<file path="src/rtl/writeback_stage.sv">
// Register-file writeback for RV32E: merges single-cycle ALU results with byte-serial load data.
// Optional misaligned-load rejection is enabled by defining WB_ALIGN_CHECK_EN.
module writeback_stage (
    input  logic        clk,
    input  logic        rst_n,
    input  logic        alu_valid,
    output logic        alu_ready,
    input  logic [3:0]  alu_rd,
    input  logic [31:0] alu_value,
    input  logic        ld_valid,
    output logic        ld_ready,
    input  logic [3:0]  ld_rd,
    input  logic [2:0]  ld_funct3,
    input  logic [1:0]  ld_offset,
    input  logic        mem_byte_valid,
    input  logic [7:0]  mem_byte,
    output logic [3:0]  write_register,
    output logic [31:0] write_value,
    output logic        busy,
    output logic        misaligned
);

    typedef enum logic [1:0] {
        IDLE,
        COLLECT,
        COMMIT
    } state_t;

    state_t      state;
    logic [3:0]  rd_q;
    logic [2:0]  funct3_q;
    logic [2:0]  byte_count;
    logic [2:0]  bytes_needed;
    logic [31:0] assembled;
    logic [31:0] extended;
    logic [2:0]  accept_need;
    logic        align_reject;

    assign ld_ready  = (state == IDLE);
    assign alu_ready = (state != COMMIT);
    assign busy      = (state != IDLE);

    // A byte count of zero marks an unsupported load type
    always_comb begin
        accept_need = 3'd0;
        case (ld_funct3)
            3'b000, 3'b100: accept_need = 3'd1;
            3'b001, 3'b101: accept_need = 3'd2;
            3'b010:         accept_need = 3'd4;
            default:        accept_need = 3'd0;
        endcase
    end

    always_comb begin
        extended = assembled;
        case (funct3_q)
            3'b000:  extended = {{24{assembled[7]}}, assembled[7:0]};
            3'b100:  extended = {24'h000000, assembled[7:0]};
            3'b001:  extended = {{16{assembled[15]}}, assembled[15:0]};
            3'b101:  extended = {16'h0000, assembled[15:0]};
            default: extended = assembled;
        endcase
    end

`ifdef WB_ALIGN_CHECK_EN
    logic misaligned_q;

    always_comb begin
        align_reject = 1'b0;
        if (accept_need == 3'd2)
            align_reject = ld_offset[0];
        else if (accept_need == 3'd4)
            align_reject = (ld_offset != 2'b00);
    end

    always_ff @(posedge clk) begin
        if (!rst_n)
            misaligned_q <= 1'b0;
        else
            misaligned_q <= (state == IDLE) && ld_valid && align_reject;
    end

    assign misaligned = misaligned_q;
`else
    logic unused_offset;

    assign unused_offset = ^ld_offset;
    assign align_reject  = 1'b0;
    assign misaligned    = 1'b0;
`endif

    // ALU and load commit never collide: alu_ready is low during COMMIT
    always_ff @(posedge clk) begin
        if (!rst_n) begin
            state          <= IDLE;
            rd_q           <= 4'd0;
            funct3_q       <= 3'd0;
            byte_count     <= 3'd0;
            bytes_needed   <= 3'd0;
            assembled      <= 32'd0;
            write_register <= 4'd0;
            write_value    <= 32'd0;
        end else begin
            write_register <= 4'd0;
            if (alu_valid && alu_ready) begin
                write_register <= alu_rd;
                write_value    <= alu_value;
            end
            case (state)
                IDLE: begin
                    if (ld_valid) begin
                        rd_q         <= ld_rd;
                        funct3_q     <= ld_funct3;
                        byte_count   <= 3'd0;
                        bytes_needed <= accept_need;
                        assembled    <= 32'd0;
                        if (accept_need != 3'd0 && !align_reject)
                            state <= COLLECT;
                    end
                end
                COLLECT: begin
                    if (mem_byte_valid) begin
                        assembled[{byte_count[1:0], 3'b000} +: 8] <= mem_byte;
                        byte_count <= byte_count + 3'd1;
                        if (byte_count + 3'd1 == bytes_needed)
                            state <= COMMIT;
                    end
                end
                COMMIT: begin
                    write_register <= rd_q;
                    write_value    <= extended;
                    state          <= IDLE;
                end
                default: state <= IDLE;
            endcase
        end
    end

endmodule

</file>
<file path="config.mk">
export PLATFORM = sky130hd
export DESIGN_NAME = writeback_stage
export DESIGN_NICKNAME = d
export VERILOG_FILES = /design/src/rtl/writeback_stage.sv
export SDC_FILE = /design/constraint.sdc
export NUM_CORES = 1
export LEC_CHECK = 0
export ABC_AREA = 1
export CAP_MARGIN = 40
export CORE_MARGIN = 4
export CORE_UTILIZATION = 52
export CTS_BUF_LIST = sky130_fd_sc_hd__clkbuf_4
export DETAILED_ROUTE_END_ITERATION = 16
export GPL_TIMING_DRIVEN = 0
export PLACE_DENSITY = 0.92
export SYNTH_ARGS = -nofsm -noshare
export SYNTH_HDL_FRONTEND = slang
export SYNTH_SLANG_ARGS = --single-unit
</file>
<file path="constraint.sdc">
create_clock -name clk -period 2.5 [get_ports clk]
set_clock_uncertainty 0.2 [all_clocks]
set_input_delay 0.625 -clock clk [delete_from_list [all_inputs] [get_ports clk]]
set_output_delay 0.625 -clock clk [all_outputs]
set_load 0.02 [all_outputs]
</file>
==> flow_metrics.env <==
export IMPL_final_min_clock_period_ps=2340
export IMPL_fp_dieArea_um2=9710
export IMPL_timing_worst_setup_path_type="reg -> out"
export IMPL_fin_area_um2=5490
export IMPL_first_global_vias=4487
export IMPL_cts_sinks=83
export IMPL_syn_inst_count=668
export IMPL_post_dp_hpwl_mm=9.13
export IMPL_finalHoldViolCount=0
export IMPL_grt_first_pass_wirelength_mm=20.1
export IMPL_route_detailed_vias_per_inst=5.24
export IMPL_power_internal_uw=2220
export IMPL_layout_cells_most_common_list="nand2_1 (184), nor2_1 (111), clkdlybuf4s50_1 (91)"
export IMPL_critical_path_max_stage_delay_ps=410
export IMPL_min_period_over_period_pct=93.5
export IMPL_final_layout_size_suffix_gt1_share_pct=7.99
export IMPL_chipHeight_um=98.5
export IMPL_synth_yosys_warnings=0
export IMPL_filler_cell_count=638
export IMPL_netlist_top_cell_by_area="dfxtp_1"
export IMPL_h_tree_depth=3
export IMPL_maximum_number_of_pins_on_one_net_before_global_route_repair=13
export IMPL_timing_max_cap_violations=0
export IMPL_multi_input_area_um2=2150
export IMPL_cts_hold_buffers=0
export IMPL_syn_nets=731
export IMPL_clock_root_buffer="clkbuf_4"
export IMPL_switching_power_uw=973
export IMPL_finalWeightedCongestion=0.908
export IMPL_slew_violations=0
export IMPL_power_frac_comb_pct=25.9
export IMPL_critPathSlowestCell="dfxtp_1"
export IMPL_yosysUniqueCellTypes=25
export IMPL_cp_data_arrival_time_ps=1510
export IMPL_worst_setup_path_endpoint="alu_ready"
export IMPL_ff_latch_area_um2=1660
export IMPL_run_status="completed"
export IMPL_setup_worst_path_start_class="flop"
export IMPL_core_area_um2=7850
export IMPL_reg2reg_depth=8
export IMPL_timing_critical_path_to_type="output pin"
export IMPL_finalNetCount=835
export IMPL_final_setup_tns_ps=0
export IMPL_post_route_antenna_net_violation_count=0
export IMPL_post_synth_top_area_fraction_pct=39.0
export IMPL_power_leakage_uw=0.00258
export IMPL_clk_lat_worst_skew_ps=420
export IMPL_syn_to_final_growth_pct=28.8
export IMPL_cts_made_buffers=9
export IMPL_synth_avg_cell_area_um2=6.38
export IMPL_drtPass1Iterations=5
export IMPL_grt_overflow_total=0
export IMPL_final_core_utilization_pct=70.0
export IMPL_floorplan_die_width_um=98.5
export IMPL_placed_area_um2=5330
export IMPL_placement_io_buffers=94
export IMPL_swShare_pct=30.5
export IMPL_post_cts_buffers=0
export IMPL_postSynthRegisterBits=83
export IMPL_finalSetupViolations=0
export IMPL_rsz0062_at_grt="no"
export IMPL_post_synth_main_area_contributors="dfxtp_1 (39%), nand2_1 (16%), nor2_1 (9.8%)"
export IMPL_timing_worst_slew_pin_value_ps=514
export IMPL_ios=98
export IMPL_setup_reg_to_reg_worst_slack_ps=330
export IMPL_r2r_start="byte_count[0]"
export IMPL_cts_clk_slew_worst_paths_ps=120
export IMPL_critical_path_n_buffers_inverters=2
export IMPL_detail_route_wirelength_mm=11.9
export IMPL_total_routing_usage_reported_by_global_routing_pct=25.1
export IMPL_vias=4607
export IMPL_post_synthesis_instance_area_um2=4260
export IMPL_synth_sequential_area_ratio_pct=39.0
export IMPL_wire_per_inst_um=13.5
export IMPL_cp_startpoint="state[0]"
export IMPL_timing_critical_path_fanout_max=19
export IMPL_tritoncts="done"
export IMPL_timing_hold_worst_class="reg -> reg"
export IMPL_mostFrequentLayoutCell="nand2_1"
export IMPL_critical_path_cell_count=3
export IMPL_initialDrtViolationCount=346
export IMPL_max_freq_mhz=428
export IMPL_vdd_ir_drop_worst_mv=0.354
export IMPL_power_sequential_fraction_pct=47.5
export IMPL_initial_core_util_pct=54.3
export IMPL_cell_pwr_density_nw_per_um2=582
export IMPL_cts_repair_resize_count=3
export IMPL_critical_path_required_ps=1670
export IMPL_relative_contribution_of_the_clock_network_to_total_power_pct=26.6
export IMPL_grt_antenna_before_repair=1
export IMPL_post_route_drc_count=0
export IMPL_timing_max_slew_rel_slack_pct=65.8
export IMPL_clock_tree_buffer_depth=2
export IMPL_regToRegEndpoint="assembled[4]"
export IMPL_cp_cell_instances="inv_2 -> nand2_2 -> clkdlybuf4s15_2"
export IMPL_rows=32
export IMPL_crit_family="flip-flops"
## worst min path at each step
stage                          startpoint           endpoint  slack [ps]  cells past startpoint
final                             rd_q[1]  write_register[1]         280                      2
after global routing              rd_q[1]  write_register[1]         310                      2
after CTS                         rd_q[1]  write_register[1]         280                      2
after detailed placement          rd_q[1]  write_register[1]         270                      2
after global placement            rd_q[0]  write_register[0]         260                      2
after floorplan           bytes_needed[2]    bytes_needed[2]         240                      2
## per-layer routing
metal,part of all wire [%],routed length (um),vias to the layer above,global-route usage [%]
met1,41,4840,2135,30.8
met4,2.8,329,0,10.4
li1,-,-,2276,-
met3,6.8,811,32,4.88
met5,0,0,-,0
met2,50,5920,164,43.0
## registers in the layout (all words and copies together) (netlist names)
name and cells:
assembled 32, write_value 32, rd_q 4, write_register 4
byte_count 3, bytes_needed 3, funct3_q 3, state 2
## cell families after synthesis
logic type / Yosys count / share of synthesized area [%]
fa+ha+maj: 5 / 1.47
buf+inv: 106 / 10.6
flops: 83 / 39.0
simple gates: 390 / 38.1
xor+xnor: 1 / 0.206
other cells: 1 / 0.0880
compound gates: 82 / 10.5
## synth_stat cells
cell type and number:
nand2_4 1, nand2_1 184, nand2_2 3, xnor2_1 1
clkbuf_1 15, nor3_1 10, nor2_2 2, clkinv_1 3
o211ai_1 1, buf_6 3, dfxtp_1 83, ha_1 5
a21oi_1 44, nand3_1 55, or2_2 16, buf_4 5
nor2_1 111, conb_1 1, buf_2 9, inv_2 2
o21ai_0 34, or2_1 8, inv_1 67, clkbuf_2 2
o21ai_4 3
## cell type report
| cell class | instances | area share, % |
|---|---|---|
| clock inverters | 3 | 1.16 |
| plain buffers | 33 | 3.28 |
| multi-input cells | 479 | 39.1 |
| well taps | 102 | 2.32 |
| repair buffers | 94 | 17.3 |
| clock buffers | 12 | 1.64 |
| inverters | 72 | 4.92 |
| flip-flops and latches | 83 | 30.3 |
| diodes | 1 | 0.0456 |
## power by group through the flow
stage          combinational (uW)  clock (uW)  sequential (uW)
2_1_floorplan                 476           0             1570
3_3_place_gp                  780           0             1540
3_5_place_dp                  809           0             1540
4_1_cts                       818         857             1510
5_1_grt                       920         924             1530
6_report                      826         850             1520
## worst register-to-register path, delay by kind of cell, from the launching register on
family          cells  cell delay (ps)
compound gates      1              190
fa+ha+maj           1              280
buf+inv             3              560
flops               1              370
simple gates        3              480
## through the flow
step                      hold slack [ps]  total power, uW  instances  setup WS (ps)
after floorplan                       245             2050        668            542
after global placement                261             2320        864           53.9
after detailed placement              266             2350        864           1.30
after CTS                             284             3190        879           35.1
after global routing                  305             3370        879           11.2
final                                 278             3190        879            163
Power figures use the tool's default switching activity.
